<file path="src/rtl/hamming_tx_serializer_if.sv">
// Handshake and serial-output bundle for the Hamming codeword transmit serializer.
// The master side supplies codewords and accepts serial bits; the slave side is the serializer.
interface hamming_tx_serializer_if #(
    parameter int unsigned WIDTH = 16,
    parameter int unsigned AW    = 4,
    parameter int unsigned CW    = 8
);
    // Codeword input handshake
    logic [WIDTH-1:0] word_in;
    logic             in_valid;
    logic             in_ready;

    // Serial bit output handshake plus framing markers
    logic             dout;
    logic [AW-1:0]    addr;
    logic             dout_valid;
    logic             dout_ready;
    logic             sof;
    logic             eof;

    // Completed-frame counter
    logic [CW-1:0]    frames_sent;

    modport master (
        output word_in,
        output in_valid,
        output dout_ready,
        input  in_ready,
        input  dout,
        input  addr,
        input  dout_valid,
        input  sof,
        input  eof,
        input  frames_sent
    );

    modport slave (
        input  word_in,
        input  in_valid,
        input  dout_ready,
        output in_ready,
        output dout,
        output addr,
        output dout_valid,
        output sof,
        output eof,
        output frames_sent
    );
endinterface

</file>
<file path="src/rtl/hamming_tx_serializer.sv">
// Serializes one codeword per input handshake, LSB first, tagging each bit with its
// position so the receiver demux can route it. One held word, no extra buffering;
// a new word may be loaded in the same cycle the last bit of the current one is taken.
module hamming_tx_serializer #(
    parameter int unsigned WIDTH = 16,
    parameter int unsigned AW    = 4,
    parameter int unsigned CW    = 8
) (
    input  logic                    clk,
    input  logic                    rst_n,
    hamming_tx_serializer_if.slave  bus
);

    localparam logic [AW-1:0] LAST_ADDR = AW'(WIDTH - 1);

    typedef enum logic {
        ST_IDLE = 1'b0,
        ST_SEND = 1'b1
    } state_e;

    state_e           state_q;
    logic [AW-1:0]    addr_q;
    logic [WIDTH-1:0] shift_q;
    logic [CW-1:0]    frames_q;

    logic             last_bit_c;
    logic             bit_hs_c;
    logic             in_ready_c;
    logic             in_hs_c;

    // Handshake decode; in_ready opens on the last accepted bit so frames run back to back
    always_comb begin
        last_bit_c = (addr_q == LAST_ADDR);
        bit_hs_c   = (state_q == ST_SEND) && bus.dout_ready;
        in_ready_c = (state_q == ST_IDLE) || (bit_hs_c && last_bit_c);
        in_hs_c    = bus.in_valid && in_ready_c;
    end

    // Frame FSM, bit shifter, address counter and frame counter
    always_ff @(posedge clk or negedge rst_n) begin
        if (!rst_n) begin
            state_q  <= ST_IDLE;
            addr_q   <= '0;
            shift_q  <= '0;
            frames_q <= '0;
        end else begin
            case (state_q)
                ST_IDLE: begin
                    if (in_hs_c) begin
                        shift_q <= bus.word_in;
                        addr_q  <= '0;
                        state_q <= ST_SEND;
                    end
                end
                ST_SEND: begin
                    if (bit_hs_c) begin
                        // Shifting out the last bit leaves zeros, so dout idles low
                        shift_q <= {1'b0, shift_q[WIDTH-1:1]};
                        if (last_bit_c) begin
                            frames_q <= frames_q + CW'(1);
                            addr_q   <= '0;
                            if (in_hs_c) begin
                                shift_q <= bus.word_in;
                                state_q <= ST_SEND;
                            end else begin
                                state_q <= ST_IDLE;
                            end
                        end else begin
                            addr_q <= addr_q + AW'(1);
                        end
                    end
                end
                default: begin
                    state_q <= ST_IDLE;
                    addr_q  <= '0;
                end
            endcase
        end
    end

    // Outputs: dout/addr/valid straight from registers, markers decoded from registered addr
    assign bus.dout        = shift_q[0];
    assign bus.addr        = addr_q;
    assign bus.dout_valid  = (state_q == ST_SEND);
    assign bus.sof         = (state_q == ST_SEND) && (addr_q == '0);
    assign bus.eof         = (state_q == ST_SEND) && last_bit_c;
    assign bus.frames_sent = frames_q;
    assign bus.in_ready    = in_ready_c;

endmodule

</file>
<file path="src/flat_wrapper.sv">
// flat-port wrapper written by rule: the top's interface ports become plain ports
module hamming_tx_serializer_flat 
#(
    parameter int unsigned WIDTH = 16,
    parameter int unsigned AW    = 4,
    parameter int unsigned CW    = 8
)
  (clk, rst_n, bus_word_in, bus_in_valid, bus_dout_ready, bus_in_ready, bus_dout, bus_addr, bus_dout_valid, bus_sof, bus_eof, bus_frames_sent);
  hamming_tx_serializer_if #(.WIDTH(WIDTH), .AW(AW), .CW(CW)) bus_i ();
  input  logic clk;
  input  logic rst_n;
  input wire logic [$bits(bus_i.word_in)-1:0] bus_word_in;
  input wire logic [$bits(bus_i.in_valid)-1:0] bus_in_valid;
  input wire logic [$bits(bus_i.dout_ready)-1:0] bus_dout_ready;
  output wire logic [$bits(bus_i.in_ready)-1:0] bus_in_ready;
  output wire logic [$bits(bus_i.dout)-1:0] bus_dout;
  output wire logic [$bits(bus_i.addr)-1:0] bus_addr;
  output wire logic [$bits(bus_i.dout_valid)-1:0] bus_dout_valid;
  output wire logic [$bits(bus_i.sof)-1:0] bus_sof;
  output wire logic [$bits(bus_i.eof)-1:0] bus_eof;
  output wire logic [$bits(bus_i.frames_sent)-1:0] bus_frames_sent;
  assign bus_i.word_in = bus_word_in;
  assign bus_i.in_valid = bus_in_valid;
  assign bus_i.dout_ready = bus_dout_ready;
  assign bus_in_ready = bus_i.in_ready;
  assign bus_dout = bus_i.dout;
  assign bus_addr = bus_i.addr;
  assign bus_dout_valid = bus_i.dout_valid;
  assign bus_sof = bus_i.sof;
  assign bus_eof = bus_i.eof;
  assign bus_frames_sent = bus_i.frames_sent;
  hamming_tx_serializer #(.WIDTH(WIDTH), .AW(AW), .CW(CW)) u_core (.clk(clk), .rst_n(rst_n), .bus(bus_i));
endmodule
</file>
<file path="config.mk">
export PLATFORM = sky130hd
export DESIGN_NAME = hamming_tx_serializer_flat
export DESIGN_NICKNAME = d
export VERILOG_FILES = /design/src/rtl/hamming_tx_serializer_if.sv /design/src/rtl/hamming_tx_serializer.sv /design/src/flat_wrapper.sv
export SDC_FILE = /design/constraint.sdc
export NUM_CORES = 1
export LEC_CHECK = 0
export ABC_CLOCK_PERIOD_IN_PS = 5200
export BUFFER_PORTS_ARGS = -buffer_cell sky130_fd_sc_hd__buf_2
export CORE_ASPECT_RATIO = 0.9
export CORE_MARGIN = 2
export CORE_UTILIZATION = 49
export CTS_CLUSTER_DIAMETER = 200
export DETAILED_ROUTE_END_ITERATION = 12
export GPL_TIMING_DRIVEN = 0
export PLACE_DENSITY = 0.81
export SETUP_SLACK_MARGIN = 0.2
export SLEW_MARGIN = 40
export SYNTH_ARGS = -nofsm -noshare
export SYNTH_HDL_FRONTEND = slang
export SYNTH_SLANG_ARGS = --single-unit
</file>
<file path="constraint.sdc">
create_clock -name clk -period 5.2 [get_ports clk]
set_clock_uncertainty 0.15 [all_clocks]
set_input_delay 0.26 -clock clk [delete_from_list [all_inputs] [get_ports clk]]
set_output_delay 0.26 -clock clk [all_outputs]
set_load 0.005 [all_outputs]
</file>
Word-level counts from Yosys, hierarchy flattened:

Index checks and enable logic that the tools add are counted.

* register bits: 29
* input port bits: 20
* output and inout port bits: 17

* add/subtract/negate cells: 2
* eq/ne operators: 3
* muxes and demuxes: 13
* bitwise operators: 1
* reductions and logical operators: 9

Operators with widths (number)
* $mux 16: 4
* $pmux 16 s2: 1
* $mux 4: 3
* $add 8x1->8 const B: 1
* $pmux 4 s2: 1
* $logic_and 1x1->1: 5
* $add 4x1->4 const B: 1
* $eq 4x4->1 const B: 1
* $logic_not 4->1: 1
* $mux 1: 3
* $reduce_and 3->1: 1
* $ne 2x1->1 const B: 1
* $ne 2x2->1 const B: 1
* $pmux 1 s2: 1
* $reduce_and 2->1: 1
* $logic_or 1x1->1: 1
* $not 1->1: 1

Longest topological paths before layout:

* word-level depth: 8
* mapped depth: 6

Worst setup path after synthesis:

No wires, ideal clock.

* path kind: flip-flop to flip-flop
* start point: reg u_core.addr_q[0], in the netlist u_core.bus.addr[0]
* end point: reg u_core.shift_q[3]
* library setup time: 0.126 ns
* arrival: 1.528 ns
* required time: 4.924 ns
* path slack: 3.396 ns
* cell stages (with the launch flop): 7
* path buffers: 2
* period minus slack after synthesis: 1.804 ns
* path through: dfrtp_1 -> ha_1 -> and4_4 -> buf_8 -> buf_12 -> a21oi_2 -> o32a_1

* cells in the longest elaborated chain, start to end: 8
* elaborated cells on any way between the ends: 10
* those cells by class: eq/ne (2); mux (4); reduce/logical (4)

Ends and longest elaborated chain
* from (decl): RTL line hamming_tx_serializer.sv:22 `logic [AW-1:0] addr_q;`
* from (signal assigned): RTL line hamming_tx_serializer.sv:69 `addr_q <= addr_q + AW'(1);`
* $eq 4x4->1 *: RTL line hamming_tx_serializer.sv:33 `last_bit_c = (addr_q == LAST_ADDR);`
* $logic_and 1x1->1: RTL line hamming_tx_serializer.sv:35 `in_ready_c = (state_q == ST_IDLE) || (bit_hs_c && last_bit_c);`
* $logic_or 1x1->1: RTL line hamming_tx_serializer.sv:35
* $logic_and 1x1->1: RTL line hamming_tx_serializer.sv:36 `in_hs_c = bus.in_valid && in_ready_c;`
* $mux 16: RTL line hamming_tx_serializer.sv:62 `if (in_hs_c) begin`
* $mux 16: RTL line hamming_tx_serializer.sv:59 `if (last_bit_c) begin`
* $mux 16: RTL line hamming_tx_serializer.sv:56 `if (bit_hs_c) begin`
* $pmux 16 s2: RTL line hamming_tx_serializer.sv:47 `case (state_q)`
* to (signal assigned): RTL line hamming_tx_serializer.sv:50 `shift_q <= bus.word_in;`
* to (signal assigned): RTL line hamming_tx_serializer.sv:58 `shift_q <= {1'b0, shift_q[WIDTH-1:1]};`
* to (signal assigned): RTL line hamming_tx_serializer.sv:63 `shift_q <= bus.word_in;`
* to (decl): RTL line hamming_tx_serializer.sv:23 `logic [WIDTH-1:0] shift_q;`

Mark *: on every way between the ends. The rest lies on a longest branch, timed or not. The select of a mux whose other input is x is not followed.
A chain may end at the register's enable or synchronous reset.

Final worst setup path:

* start point: reg u_core.state_q, in the netlist u_core.bus.dout_valid
* end point: out bus_sof

* cells in the longest elaborated chain, start to end: 1

Ends and longest elaborated chain
* from (decl): RTL line hamming_tx_serializer.sv:21 `state_e state_q;`
* from (signal assigned): RTL line hamming_tx_serializer.sv:42 `state_q <= ST_IDLE;`
* from (signal assigned): RTL line hamming_tx_serializer.sv:52 `state_q <= ST_SEND;`
* from (signal assigned): RTL line hamming_tx_serializer.sv:64 `state_q <= ST_SEND;`
* $logic_and 1x1->1: RTL line hamming_tx_serializer.sv:85 `assign bus.sof = (state_q == ST_SEND) && (addr_q == '0);`
* to (decl): RTL line flat_wrapper.sv:19 `output wire logic [$bits(bus_i.sof)-1:0] bus_sof;`

Every way passes these cells.

==> results.toml <==
[run_status]
outcome = "finished, final reports clean"

[detailed_routing]
vias_per_cell = 5.61
drt_wl_total_um = 3820
routedWlPerCell_um = 14.4
drt_iter0_drc = 103
ant_nets = 0
drcViolationCount = 0
dr.pass1.iters = 4
via_count = 1492

[die]
rows = 20
core_area_um2 = 3450
start_util = 0.520
fp.dieW_um = 67.8
io_pins = 37
dieArea_um2 = 4170
fp.dieH_um = 61.4

[critical_path]
end_kind = "output pin"
required_ns = 4.79
crit_path_start_kind = "flip-flop"
crit_fanout = 10
cp.arrival_ns = 1.75
rrSetupSlack_ns = 3.22
path_class = "flip-flop to output pin"
r2r-start = "u_core.bus.addr[0]$_DFFE_PN0P_"
regToRegEndpoint = "u_core.shift_q[6]$_DFFE_PN0P_"
reg2reg_depth = 6

[placement]
place_hpwl_um = 2570
io_buffer_count = 35
gp_congestion = 0.778
dpl-instance-area_um2 = 2030
placedCellCount = 257

[clocking]
clockBufferDepth = 2
insertion_delay_ns = 0.28
postCtsSetupRepairBufs = 0
clk_pin_slew_ns = 0.07
cts_tree = "yes"
cts.sinks = 29
numCtsBuffers = 5
h-tree-depth = 2
root_buffer = "clkbuf_8"

[power]
power_density_nw_per_um2 = 409
cellLeakagePower_nw = 1.02
peakVddDrop_mv = 0.301

[sta]
hold_violations = 0
tightest_slew_ns = 0.653
tns_ns = 0
report.final.slew_viol_count = 0
finalSetupViolations = 0
period_share = 0.414
post-route-min-period_ns = 2.16
rsz0062_at_grt = "false"
hold_ws_ns = 0.161
relSlewSlack = 0.565
max_clock_freq_ghz = 0.464

[synth]
synth_seq_cells = 29
synth_ff_type = "dfrtp_1"
synth-edff-count = 0
synth_cells = 178
synth_nets = 201
async_flop_share = 1.00
yosys.cell_types.count = 36
syn_area_um2 = 1800
seq_area_frac_synth = 0.404
synth_warnings = 0
syn_area_per_cell_um2 = 10.1

[layout]
area.growth.synth_to_final_pct = 19.0
final_cell_mix = "buf_2, dfrtp_1, nand2_1"
final_common_cell = "buf_2"
final_cells = 266
drive_above_1_share = 0.329
nets = 244
post-route-cell-area_um2 = 2140
n_antenna_cell = 0

[min_path]
min-delay-path-class = "input pin to flip-flop"
min_to = "u_core.shift_q[15]$_DFFE_PN0P_"
hold_path_depth = 3
min_from = "bus_dout_ready"

[grt]
grt_max_degree = 30
grt_overflow = 0
first_global_vias = 1373
grt_use_total = 0.206
grt_first_pass_wirelength_um = 6380
antenna_found_initial = 0

[job]
cap_violations = 0
-- cell families after synthesis --
| group | share of synthesized area |
|---|---|
| compound gates | 0.244 |
| xor+xnor | 0.0390 |
| simple gates | 0.180 |
| flops | 0.404 |
| fa+ha+maj | 0.0209 |
| mux | 0.0181 |
| buf+inv | 0.0940 |
-- synthesized netlist by cell type, types with 2 or more instances --
cell type | instances | area share
xor2_1 | 3 | 0.015
and3_1 | 2 | 0.0070
o21a_1 | 15 | 0.063
and2_1 | 12 | 0.042
buf_6 | 4 | 0.025
mux2_2 | 2 | 0.013
dfrtp_1 | 29 | 0.40
ha_1 | 3 | 0.021
and2_2 | 5 | 0.021
inv_1 | 3 | 0.0063
o32a_1 | 15 | 0.084
a21oi_2 | 7 | 0.034
a22o_1 | 2 | 0.0098
buf_4 | 3 | 0.013
nand4_1 | 6 | 0.021
a21oi_1 | 11 | 0.031
clkbuf_8 | 3 | 0.023
nor2_1 | 2 | 0.0042
xnor2_1 | 5 | 0.024
nor3_1 | 3 | 0.0084
buf_2 | 2 | 0.0056
o21ai_0 | 2 | 0.0056
nand2_1 | 26 | 0.054
-- cell type report --
cell class	count	area, um^2
Clock buffer	7	96.3
Inverter	3	11.3
Tap cell	44	55.1
Buffer	15	158
Multi-Input combinational cell	131	902
Fill cell	284	1320
Timing Repair Buffer	36	185
Sequential cell	29	726
Clock inverter	1	5.00
-- worst max-delay path by stage --
stage | start | end | slack, ns
2_1_floorplan | u_core.bus.addr[0]$_DFFE_PN0P_ | u_core.shift_q[3]$_DFFE_PN0P_ | 3.40
3_3_place_gp | u_core.bus.addr[0]$_DFFE_PN0P_ | u_core.shift_q[6]$_DFFE_PN0P_ | 3.27
3_5_place_dp | u_core.bus.addr[0]$_DFFE_PN0P_ | u_core.shift_q[6]$_DFFE_PN0P_ | 3.26
4_1_cts | u_core.bus.dout_valid$_DFF_PN0_ | bus_sof | 3.07
5_1_grt | u_core.bus.dout_valid$_DFF_PN0_ | bus_sof | 2.95
6_report | u_core.bus.dout_valid$_DFF_PN0_ | bus_sof | 3.04
-- repair_timing --
action,CTS,global route
endpoints found under the hold margin,29,0
hold buffers,1,0
endpoints found under the setup margin,0,0
resized for setup,0,0
-- worst max-delay path, stage by stage, from the launching register on --
cell and delay [ns]:
dfrtp_1 0.43, buf_2 0.26, buf_1 0.39, nand2_1 0.11
nor3_1 0.14, buf_2 0.13
-- state kept, by name, indices dropped and copies added (netlist names) --
register,flops
u_core.bus.addr,4
u_core.bus.dout_valid,1
u_core.bus.frames_sent,8
u_core.shift_q,16
-- through the flow --
stage | power (mW) | util | setup slack, ns
floorplan | 0.584 | - | 3.40
global placement | 0.666 | 0.587 | 3.27
detailed placement | 0.671 | 0.587 | 3.26
CTS | 0.881 | 0.619 | 3.07
global route | 0.945 | 0.619 | 2.95
finish | 0.874 | 0.619 | 3.04
-- layer usage --
metal | wire, um | part of all wire | up-vias | track usage
met4 | 30 | 0.0078 | 0 | 0.0600
met2 | 1800 | 0.47 | 35 | 0.319
met5 | 0 | 0 | - | 0
li1 | - | - | 727 | -
met3 | 147 | 0.038 | 4 | 0.0603
met1 | 1850 | 0.48 | 726 | 0.283
-- power breakdown --
part	total, mW	switching, mW	internal, mW	leakage [nW]
clock	0.204	0.0842	0.119	0.0542
combinational	0.325	0.151	0.174	0.624
sequential	0.345	0.0487	0.297	0.338
total	0.874	0.284	0.590	1.02
No activity file was read; power rests on OpenSTA's default activity.
